File: src/rtl/x_100_mod_997_stream_if.sv
// Valid/ready stream bundle for the mod-997 front/back end.
//   in_valid/in_ready/in_data/in_last : operand word stream into the block
//   out_valid/out_ready/out_residue    : residue stream out of the block
// master = stream source/sink side, slave = x_100_mod_997_stream side.
interface x_100_mod_997_stream_if #(
  parameter int unsigned WORD_W = 20,
  parameter int unsigned R_W    = 10
);
  logic              in_valid;
  logic              in_ready;
  logic [WORD_W-1:0] in_data;
  logic              in_last;
  logic              out_valid;
  logic              out_ready;
  logic [R_W-1:0]    out_residue;

  modport master (
    output in_valid, in_data, in_last, out_ready,
    input  in_ready, out_valid, out_residue
  );

  modport slave (
    input  in_valid, in_data, in_last, out_ready,
    output in_ready, out_valid, out_residue
  );
endinterface

File: src/rtl/x_100_mod_997_stream.sv
// Streaming wrapper around an external combinational 100-bit mod-997 reducer.
// Assembles an operand from WORD_W-bit words (LS word first) onto x_out,
// captures the reducer's residue from r_in one cycle after the operand
// closes, and offers it on a valid/ready port. One operand in flight.
//   clk, rst_n : clock, synchronous active-low reset
//   strm       : slave side of the word/residue stream interface
//   x_out      : assembled operand to the reducer (registered)
//   r_in       : residue from the reducer
//   proto_err  : one-cycle pulse, operand ran past N_WORDS words
//   range_err  : sticky, a captured residue was >= MODULUS
module x_100_mod_997_stream #(
  parameter int unsigned WORD_W  = 20,
  parameter int unsigned N_WORDS = 5,
  parameter int unsigned R_W     = 10,
  parameter int unsigned MODULUS = 997
) (
  input  logic                        clk,
  input  logic                        rst_n,
  x_100_mod_997_stream_if.slave       strm,
  output logic [WORD_W*N_WORDS-1:0]   x_out,
  input  logic [R_W-1:0]              r_in,
  output logic                        proto_err,
  output logic                        range_err
);

  localparam int unsigned X_W   = WORD_W * N_WORDS;
  localparam int unsigned IDX_W = (N_WORDS > 1) ? $clog2(N_WORDS) : 1;

  typedef enum logic [1:0] {
    COLLECT = 2'd0,
    DRAIN   = 2'd1,
    REDUCE  = 2'd2,
    HOLD    = 2'd3
  } state_t;

  state_t             state, state_d;
  logic [IDX_W-1:0]   idx, idx_d;
  logic [X_W-1:0]     x_d;
  logic [R_W-1:0]     residue_d;
  logic               out_valid_d;
  logic               in_ready_d;
  logic               proto_d;
  logic               range_d;
  logic               accept;

  // State and registered outputs
  always_ff @(posedge clk) begin
    if (!rst_n) begin
      state            <= COLLECT;
      idx              <= '0;
      x_out            <= '0;
      strm.out_residue <= '0;
      strm.out_valid   <= 1'b0;
      strm.in_ready    <= 1'b1;
      proto_err        <= 1'b0;
      range_err        <= 1'b0;
    end else begin
      state            <= state_d;
      idx              <= idx_d;
      x_out            <= x_d;
      strm.out_residue <= residue_d;
      strm.out_valid   <= out_valid_d;
      strm.in_ready    <= in_ready_d;
      proto_err        <= proto_d;
      range_err        <= range_d;
    end
  end

  // Next-state and next-output logic
  always_comb begin
    state_d     = state;
    idx_d       = idx;
    x_d         = x_out;
    residue_d   = strm.out_residue;
    out_valid_d = strm.out_valid;
    proto_d     = 1'b0;
    range_d     = range_err;
    accept      = strm.in_valid && strm.in_ready;

    unique case (state)
      COLLECT: begin
        if (accept) begin
          // First word zero-extends: wipe stale upper slots of the last operand
          if (idx == '0) x_d = '0;
          for (int unsigned k = 0; k < N_WORDS; k++) begin
            if (idx == IDX_W'(k)) x_d[k*WORD_W +: WORD_W] = strm.in_data;
          end
          if (strm.in_last) begin
            state_d = REDUCE;
            idx_d   = '0;
          end else if (idx == IDX_W'(N_WORDS - 1)) begin
            // Operand full but not terminated: close it, discard the tail
            state_d = DRAIN;
            idx_d   = '0;
            proto_d = 1'b1;
          end else begin
            idx_d = idx + IDX_W'(1);
          end
        end
      end
      DRAIN: begin
        if (accept && strm.in_last) state_d = REDUCE;
      end
      REDUCE: begin
        // x_out has been stable for a full cycle, so r_in has settled
        residue_d   = r_in;
        out_valid_d = 1'b1;
        if (32'(r_in) >= MODULUS) range_d = 1'b1;
        state_d     = HOLD;
      end
      HOLD: begin
        if (strm.out_ready) begin
          out_valid_d = 1'b0;
          state_d     = COLLECT;
        end
      end
      default: state_d = COLLECT;
    endcase

    in_ready_d = (state_d == COLLECT) || (state_d == DRAIN);
  end

endmodule

File: src/flat_wrapper.sv
// flat-port wrapper written by rule: the top's interface ports become plain ports
module x_100_mod_997_stream_flat 
#(
  parameter int unsigned WORD_W  = 20,
  parameter int unsigned N_WORDS = 5,
  parameter int unsigned R_W     = 10,
  parameter int unsigned MODULUS = 997
)
  (clk, rst_n, x_out, r_in, proto_err, range_err, strm_in_valid, strm_in_data, strm_in_last, strm_out_ready, strm_in_ready, strm_out_valid, strm_out_residue);
  x_100_mod_997_stream_if #(.WORD_W(WORD_W), .R_W(R_W)) strm_i ();
  input  logic clk;
  input  logic rst_n;
  output logic [WORD_W*N_WORDS-1:0] x_out;
  input  logic [R_W-1:0] r_in;
  output logic proto_err;
  output logic range_err;
  input wire logic [$bits(strm_i.in_valid)-1:0] strm_in_valid;
  input wire logic [$bits(strm_i.in_data)-1:0] strm_in_data;
  input wire logic [$bits(strm_i.in_last)-1:0] strm_in_last;
  input wire logic [$bits(strm_i.out_ready)-1:0] strm_out_ready;
  output wire logic [$bits(strm_i.in_ready)-1:0] strm_in_ready;
  output wire logic [$bits(strm_i.out_valid)-1:0] strm_out_valid;
  output wire logic [$bits(strm_i.out_residue)-1:0] strm_out_residue;
  assign strm_i.in_valid = strm_in_valid;
  assign strm_i.in_data = strm_in_data;
  assign strm_i.in_last = strm_in_last;
  assign strm_i.out_ready = strm_out_ready;
  assign strm_in_ready = strm_i.in_ready;
  assign strm_out_valid = strm_i.out_valid;
  assign strm_out_residue = strm_i.out_residue;
  x_100_mod_997_stream #(.WORD_W(WORD_W), .N_WORDS(N_WORDS), .R_W(R_W), .MODULUS(MODULUS)) u_core (.clk(clk), .rst_n(rst_n), .strm(strm_i), .x_out(x_out), .r_in(r_in), .proto_err(proto_err), .range_err(range_err));
endmodule
File: config.mk
export PLATFORM = sky130hd
export DESIGN_NAME = x_100_mod_997_stream_flat
export DESIGN_NICKNAME = d
export VERILOG_FILES = /design/src/rtl/x_100_mod_997_stream_if.sv /design/src/rtl/x_100_mod_997_stream.sv /design/src/flat_wrapper.sv
export SDC_FILE = /design/constraint.sdc
export NUM_CORES = 1
export LEC_CHECK = 0
export CORE_ASPECT_RATIO = 1.2
export CORE_UTILIZATION = 26
export DETAILED_ROUTE_END_ITERATION = 7
export PLACE_DENSITY = 0.61
export SLEW_MARGIN = 40
export SYNTH_ARGS = -nofsm -noshare
export SYNTH_HDL_FRONTEND = slang
export SYNTH_SLANG_ARGS = --single-unit
File: constraint.sdc
create_clock -name clk -period 1.8 [get_ports clk]
set_input_delay 0.27 -clock clk [delete_from_list [all_inputs] [get_ports clk]]
set_output_delay 0.27 -clock clk [all_outputs]
set_load 0.02 [all_outputs]
# Yosys cells after proc, flatten, opt, wreduce, memory -nomap -nowiden

Cells that the tools add are included.

Magnitude comparators: 1
Equal/unequal tests: 9
Bitwise logic cells: 3
Reduce and logical (&&, ||, !) cells: 20
Add/sub/neg operators: 1
Mux-type cells: 17

Operators by type and width:

| kind                                                 | number |
|---|---|
| 2-to-1 mux 100 bit                                   | 1 |
| 2-to-1 mux 20 bit                                    | 5 |
| AND reduction 3 bit                                  | 5 |
| >= comparator 10 bit (second input constant)         | 1 |
| 2-to-1 mux 2 bit                                     | 5 |
| nonzero test 2 bit                                   | 5 |
| one-hot mux 2 bit (4 select lines)                   | 1 |
| equality test 3 x 2 -> 1 bit (second input constant) | 2 |
| 2-to-1 mux 3 bit                                     | 2 |
| AND reduction 2 bit                                  | 3 |
| equality test 2 x 1 -> 1 bit (second input constant) | 2 |
| equality test 2 bit (second input constant)          | 2 |
| logical NOT 2 bit                                    | 2 |
| OR reduction 4 bit                                   | 1 |
| adder 3 x 1 -> 3 bit (second input constant)         | 1 |
| equality test 3 x 1 -> 1 bit (second input constant) | 1 |
| equality test 3 bit (second input constant)          | 1 |
| logical NOT 3 bit                                    | 1 |
| NOT 1 bit                                            | 3 |
| logical AND 1 bit                                    | 2 |
| 2-to-1 mux 1 bit                                     | 2 |
| inequality test 2 bit (second input constant)        | 1 |
| one-hot mux 1 bit (2 select lines)                   | 1 |
| logical OR 1 bit                                     | 1 |

Bits of input ports: 35
Register bits: 119

# Depth between registers and ports, before layout

Gate-level depths: netlist of the first run.

Depth in word-level cells: 7
Mapped depth: 6

# Worst setup path after synthesis of the first run

No wires, ideal clock.

Kind: register to register
Start point: register u_core.strm.in_ready
End point: register u_core.x_out[20]
Clock period less this slack: 1.325 ns
Buffers on the path: 2
Data required time: 1.679 ns
Library setup time: 0.121 ns
Setup slack: 0.475 ns
Cell stages (with the launch flop): 6
Arrival: 1.203 ns
Cell sequence: dfxtp_1 > and4bb_1 > buf_4 > nand3_1 > buf_4 > mux2i_1

Word-level cells in the longest chain between the ends: 2

Ends and longest elaborated chain:

| element                       | RTL line                      | RTL |
|---|---|---|
| start: declaration            | x_100_mod_997_stream_if.sv:24 | `output in_ready, out_valid, out_residue` |
| start signal: assignment      | x_100_mod_997_stream.sv:63    | `strm.in_ready <= in_ready_d;` |
| logical AND 1 bit             | x_100_mod_997_stream.sv:78    | `accept = strm.in_valid && strm.in_ready;` |
| AND reduction 3 bit (no line) | n/a                           |  |
| end signal: assignment        | x_100_mod_997_stream.sv:51    | `x_out <= '0;` |
| end signal: assignment        | x_100_mod_997_stream.sv:60    | `x_out <= x_d;` |
| end: declaration              | x_100_mod_997_stream.sv:20    | `output logic [WORD_W*N_WORDS-1:0] x_out,` |

No other way between the ends.
A chain may end at the register's enable or synchronous reset.

# Worst setup path after layout of the first run

Start point: register u_core.strm.in_ready
End point: output strm_in_ready

RTL lines:

| element          | RTL line           | RTL |
|---|---|---|
| end: declaration | flat_wrapper.sv:21 | `output wire logic [$bits(strm_i.in_ready)-1:0] strm_in_ready;` |

No word-level cell between the ends.

==> qor.yml, run 1 <==
cts:
  tritoncts: "yes"
  cts_resized: 0
  cts_buffer_depth: 2
  hold_buffers: 0
  clock_latency_ns: 0.42
  htreeDepth: 4
  cts.clk_slew.worst_paths_ns: 0.05
  clock-sinks: 119
  cts_buffers: 17
  cts_setup_buffers: 0
  cts_root_buf: "clkbuf_16"
global_routing:
  grt_pass1_wl_microns: 21700
  gr-total-overflow: 0
  antenna_found_initial: 0
  grt_usage_pct: 16.1
  grt_max_degree: 47
  first_global_vias: 4025
job:
  max-cap-violations: 0
floorplan:
  die_area_sq_um: 18000
  die_height_microns: 147
  std_cell_rows: 52
  ios: 149
  core_sq_um: 17000
  initial_core_util_pct: 26.8
  die_w_microns: 123
timing:
  slew_viol_final: 0
  setup_ws_ns: 0.0559
  setup_violations: 0
  skew_ns: 0.00713
  fmax_mhz: 573
  fin_crit_sh_pct: 96.9
  final_hold_viol_count: 0
  fin_tns_setup_ns: 0
  worst_pin_slew_ns: 0.736
  relSlewSlack_pct: 50.9
  rsz0062_at_grt: "false"
  period_minus_slack_ns: 1.74
logic_synthesis:
  synth-seq-area-share_pct: 52.4
  synth_area_sq_um: 4550
  yosysTopAreaCellShare_pct: 52.4
  synth_top_area_cell: "dfxtp_1"
  yosysWarnings: 0
  synth.net_count: 541
  yosysMostFrequentCell: "nand2_1"
  synth_commonest_cells: "nand2_1, dfxtp_1, mux2i_1"
  syn_inst: 501
  synthArstFlopShare_pct: 0
  yosys_register_bits: 119
  postSynthAreaPerCell_sq_um: 9.08
  synth_edf_count: 0
  synth_area_leaders: "dfxtp_1, mux2i_1, nand2_1"
  synth.distinct_cells: 28
  synth_ff_type: "dfxtp_1"
pwr:
  clockPowerShare_pct: 50.7
  leakage_nw: 2.71
  internal-power_w: 0.00542
  vdd_drop_max_mv: 0.515
  p_per_area_nw_per_um2: 1030
  finalPower_w: 0.00717
  swShare_pct: 24.4
  p_comb_share_pct: 11.0
  p_sw_w: 0.00175
  seq_power_share_pct: 38.3
routing:
  drc_errors: 0
  dr.pass1.iters: 4
  ant_nets: 0
  wl_microns: 14000
  vias: 4083
  routed_via_density: 4.67
  drtIter0Drc: 138
  wl_per_cell_microns: 16.0
critical_path:
  rr_startpoint: "u_core.idx[0]$_SDFFE_PN0P_"
  rrSetupSlack_ns: 0.26
  r2r_end: "u_core.x_out[9]$_SDFFE_PN0P_"
  start_kind: "register"
  crit_chain: "clkdlybuf4s50_1"
  crit_buf_inv: 1
  arrival_ns: 1.47
  max_stage_delay_ns: 0.66
  crit_type: "register to output port"
  cp.depth: 1
  reg2reg_depth: 6
  cp.required_ns: 1.53
  critPathTopFamily: "buffers and inverters"
  endpoint_kind: "output port"
  cp-startpoint: "u_core.strm.in_ready$_SDFF_PN1_"
  crit_end: "strm_in_ready"
  crit_path_max_fanout: 5
  cp_slowest_cell: "clkdlybuf4s50_1"
placed_design:
  post-place-ws_ns: 0.00284
  place.gp.congestion: 0.787
  portBuffers: 148
  dpl.hpwl_microns: 10000
layout:
  drive_gt1_share_pct: 8.65
  regArea_sq_um: 2380
  finalNetCount: 686
  final_util_pct: 41.1
  nFillCells: 1635
  multi_input_area_sq_um: 1960
  area_growth_syn_to_layout_pct: 53.2
  n_antenna_cell: 0
outcome:
  outcome: "complete, no violations"
worst_hold_path:
  min-delay-path-class: "primary input to register"
==> through the flow <==
stage / instances / hold WS [ns] / instance area, sq um
floorplan: 501 / 0.357 / 4550
global placement: 843 / 0.442 / 6340
detailed placement: 843 / 0.448 / 6340
CTS: 875 / 0.196 / 6970
global route: 875 / 0.210 / 6970
finish: 875 / 0.218 / 6970
==> power groups by stage <==
stage | combinational (W) | clock, W | sequential [W]
after floorplan | 0.000361 | 0 | 0.00287
after global placement | 0.000780 | 0 | 0.00280
after detailed placement | 0.000794 | 0 | 0.00280
after CTS | 0.000797 | 0.00372 | 0.00275
after global routing | 0.000843 | 0.00385 | 0.00275
final | 0.000789 | 0.00363 | 0.00275
==> worst reg2reg max path: cells and delay by family (launching register included) <==
family / cells / cell delay [ns]
flops: 1 / 0.39
buf+inv: 2 / 0.33
simple gates: 2 / 0.27
fa+ha+maj: 1 / 0.26
mux: 1 / 0.22
==> cells in the final DEF (no fill, tap or decap), drive strengths merged <==
master	Yosys	final
nand3b	1	1
a211oi	1	1
nand2b	1	1
nand2	146	146
clkinv	0	6
bufinv	0	4
inv	4	6
clkinvlp	0	2
and3	1	1
clkdlybuf4s50	0	147
nor2	3	3
nand4bb	1	1
nand4	1	1
nor3b	1	1
buf	18	22
a21boi	12	12
clkbuf	25	18
o21ai	1	1
a21oi	3	3
o22ai	40	40
nor2b	3	3
nor3	2	2
mux2i	60	60
ha	5	5
o211a	1	1
o21a	3	3
nand3	47	47
and4bb	1	1
o21bai	1	1
dfxtp	119	119
==> cells by family after synthesis <==
group | after synthesis | synth area share, %
fa+ha+maj | 5 | 1.37
flops | 119 | 52.4
buf+inv | 47 | 4.76
mux | 60 | 13.2
simple gates | 208 | 19.4
compound gates | 62 | 8.96
==> cell type report <==
type                            count  share of cell area [%]
Inverter                            4                   0.215
Clock inverter                     14                    2.84
Clock buffer                       18                    6.30
Tap cell                          216                    3.88
Timing Repair Buffer              169                    24.5
Sequential cell                   119                    34.2
Multi-Input combinational cell    335                    28.1
==> state kept, by name (all words and copies together) (netlist names) <==
signal	flops
u_core.idx	3
u_core.proto_err	1
u_core.range_err	1
u_core.state	2
u_core.strm.in_ready	1
u_core.strm.out_residue	10
u_core.strm.out_valid	1
u_core.x_out	100
==> routing by layer <==
layer,GRT usage [%],wire length (microns),vias to the layer above
li1,-,-,2000
met1,19.4,6150,1946
met2,26.5,6800,118
met3,4.62,734,19
met4,6.95,270,0
met5,0,0,-
==> worst min path at each step <==
stage / startpoint / endpoint / slack, ns / cells past startpoint
5_1_grt: rst_n / u_core.idx[2]$_SDFFE_PN0P_ / 0.21 / 2
2_1_floorplan: strm_in_last / u_core.proto_err$_SDFF_PP0_ / 0.36 / 1
4_1_cts: rst_n / u_core.idx[2]$_SDFFE_PN0P_ / 0.20 / 2
6_report: rst_n / u_core.idx[2]$_SDFFE_PN0P_ / 0.22 / 2
3_5_place_dp: u_core.strm.out_residue[3]$_SDFFE_PN0P_ / u_core.strm.out_residue[3]$_SDFFE_PN0P_ / 0.45 / 2
3_3_place_gp: u_core.strm.out_residue[5]$_SDFFE_PN0P_ / u_core.strm.out_residue[5]$_SDFFE_PN0P_ / 0.44 / 2
Power figures use the tool's default switching activity.
==> inputs of run 2 (changes only) <==
- GPL_TIMING_DRIVEN: not set -> 0
- HOLD_SLACK_MARGIN: not set -> 0.05
==> run 2 against run 1 <==
Wire length up 3.6%; die area unchanged; global-route usage up 0.46 points; clock power down 4%; largest cell class unchanged; critical path type unchanged; largest power group unchanged; critical path depth unchanged.
==> qor.yml, run 2 (synthesized netlist as in run 1, its figures left out) <==
job:
  max-cap-violations: 0
layout:
  area_growth_syn_to_layout_pct: 51.6
  largest_reg_flops: 100
  layout_commonest_cell: "clkdlybuf4s50_1"
  layout.cells.non_filler: 895
  finalNetCount: 707
  nFillCells: 1690
  final_cell_area_sq_um: 6900
  n_antenna_cell: 0
  regMostFlops: "u_core.x_out"
  final_cell_mix: "clkdlybuf4s50_1, nand2_1, dfxtp_1, mux2i_1, nand3_1"
  drive_gt1_share_pct: 7.36
  largestRegisters: "u_core.x_out (100), u_core.strm.out_residue (10), u_core.idx (3)"
placed_design:
  dp_cells: 864
  dpl.hpwl_microns: 10800
  portBuffers: 147
  dpl_cell_area_sq_um: 6290
  place.gp.congestion: 0.790
critical_path:
  rr_startpoint: "u_core.state[1]$_SDFF_PN0_"
  crit_path_max_fanout: 5
  cp_slowest_cell: "clkdlybuf4s50_1"
  critPathTopFamily: "buffers and inverters"
  crit_type: "register to output port"
  rrSetupSlack_ns: 0.21
  crit_buf_inv: 1
  r2r_end: "u_core.x_out[55]$_SDFFE_PN0P_"
  crit_chain: "clkdlybuf4s50_1"
  endpoint_kind: "output port"
  arrival_ns: 1.46
  reg2reg_depth: 5
  start_kind: "register"
  cp.required_ns: 1.53
  max_stage_delay_ns: 0.66
floorplan:
  die_area_sq_um: 18000
  die_w_microns: 123
  die_height_microns: 147
  core_sq_um: 17000
  initial_core_util_pct: 26.8
  ios: 149
  std_cell_rows: 52
timing:
  skew_ns: 0.00870
  fmax_mhz: 579
  setup_violations: 0
  slew_viol_final: 0
  period_minus_slack_ns: 1.73
  fin_crit_sh_pct: 96.0
  final_hold_viol_count: 0
  rsz0062_at_grt: "false"
  worst_pin_slew_ns: 0.595
  relSlewSlack_pct: 60.4
worst_hold_path:
  whs_path_depth: 3
  min-delay-path-class: "primary input to register"
  worstHoldEndpoint: "u_core.proto_err$_SDFF_PP0_"
  min-delay-start: "rst_n"
pwr:
  clockPowerShare_pct: 49.8
  internal-power_w: 0.00528
  swShare_pct: 24.5
  leakage_nw: 2.65
  vdd_drop_max_mv: 0.587
  p_comb_share_pct: 11.0
  seq_power_share_pct: 39.2
  p_per_area_nw_per_um2: 1010
  p_sw_w: 0.00171
cts:
  cts_buffers: 17
  cts_buffer_depth: 2
  cts_root_buf: "clkbuf_16"
  clock-sinks: 119
  cts.clk_slew.worst_paths_ns: 0.06
  htreeDepth: 4
  clock_latency_ns: 0.41
  tritoncts: "yes"
  cts_setup_buffers: 0
  cts_resized: 0
  hold_buffers: 0
routing:
  routed_via_density: 4.57
  ant_nets: 0
  wl_microns: 14500
  vias: 4094
  wl_per_cell_microns: 16.2
  drtIter0Drc: 163
  dr.pass1.iters: 4
  drc_errors: 0
global_routing:
  grt_usage_pct: 16.6
  grt_util_met1_pct: 21.4
  grt_max_degree: 17
  top_usage_layer: "met2"
  use_met2_pct: 26.6
  gr-total-overflow: 0
  antenna_found_initial: 0
  met3_usage_pct: 3.42
  grt_pass1_wl_microns: 22300
  first_global_vias: 3982
outcome:
  outcome: "complete, no violations"
## run 2: cell types whose count changed in the layout (fill, tap and decap cells not counted), moves of 2 or more
cell,delta
clkbuf_1,+26
buf_2,+11
buf_4,-9
buf_12,-6
clkinvlp_4,+3
clkinv_4,-2
inv_6,-2
## run 2: worst max-delay path by stage
stage                                          startpoint                             to  slack (ns)  cells past startpoint
after floorplan           u_core.strm.in_ready$_SDFF_PN1_  u_core.x_out[20]$_SDFFE_PN0P_        0.48                      5
after CTS                 u_core.strm.in_ready$_SDFF_PN1_                  strm_in_ready        0.06                      1
final                     u_core.strm.in_ready$_SDFF_PN1_                  strm_in_ready        0.07                      1
after detailed placement                    strm_in_valid  u_core.x_out[45]$_SDFFE_PN0P_       -0.07                      5
after global placement                      strm_in_valid  u_core.x_out[45]$_SDFFE_PN0P_       -0.06                      5
after global routing           u_core.state[1]$_SDFF_PN0_  u_core.x_out[46]$_SDFFE_PN0P_        0.02                      5
## run 2: through the flow
stage / util [%] / hold slack [ns] / total power (W) / setup TNS, ns / setup WS [ns]
global placement: 37.1 / 0.440 / 0.00357 / -0.966 / -0.0585
floorplan: - / 0.357 / 0.00323 / 0 / 0.475
detailed placement: 37.1 / 0.448 / 0.00357 / -1.02 / -0.0678
global route: 40.6 / 0.301 / 0.00724 / 0 / 0.0169
finish: 40.6 / 0.243 / 0.00699 / 0 / 0.0719
CTS: 40.6 / 0.243 / 0.00706 / 0 / 0.0635
## run 2: final cells by class
type	count	area, sq um	area share, %
clock inverters	11	150	2.18
multi-input cells	335	1950	28.3
inverters	4	15.0	0.218
well taps	216	270	3.92
clock buffers	20	457	6.62
repair buffers	147	1470	21.3
flip-flops and latches	119	2380	34.5
plain buffers	43	201	2.92
## run 2: layer usage
metal | routed length [microns] | share of wire (%) | up-vias
met1 | 6540 | 45 | 1905
met2 | 6860 | 47 | 125
li1 | - | - | 2039
met5 | 0 | 0 | -
met3 | 717 | 5.0 | 25
met4 | 349 | 2.4 | 0
## run 2: power groups by stage
stage | sequential, W | clock (W) | combinational, W
after floorplan | 0.00287 | 0 | 0.000361
after global placement | 0.00280 | 0 | 0.000772
after detailed placement | 0.00280 | 0 | 0.000772
after CTS | 0.00274 | 0.00354 | 0.000775
after global routing | 0.00275 | 0.00367 | 0.000826
final | 0.00274 | 0.00348 | 0.000768
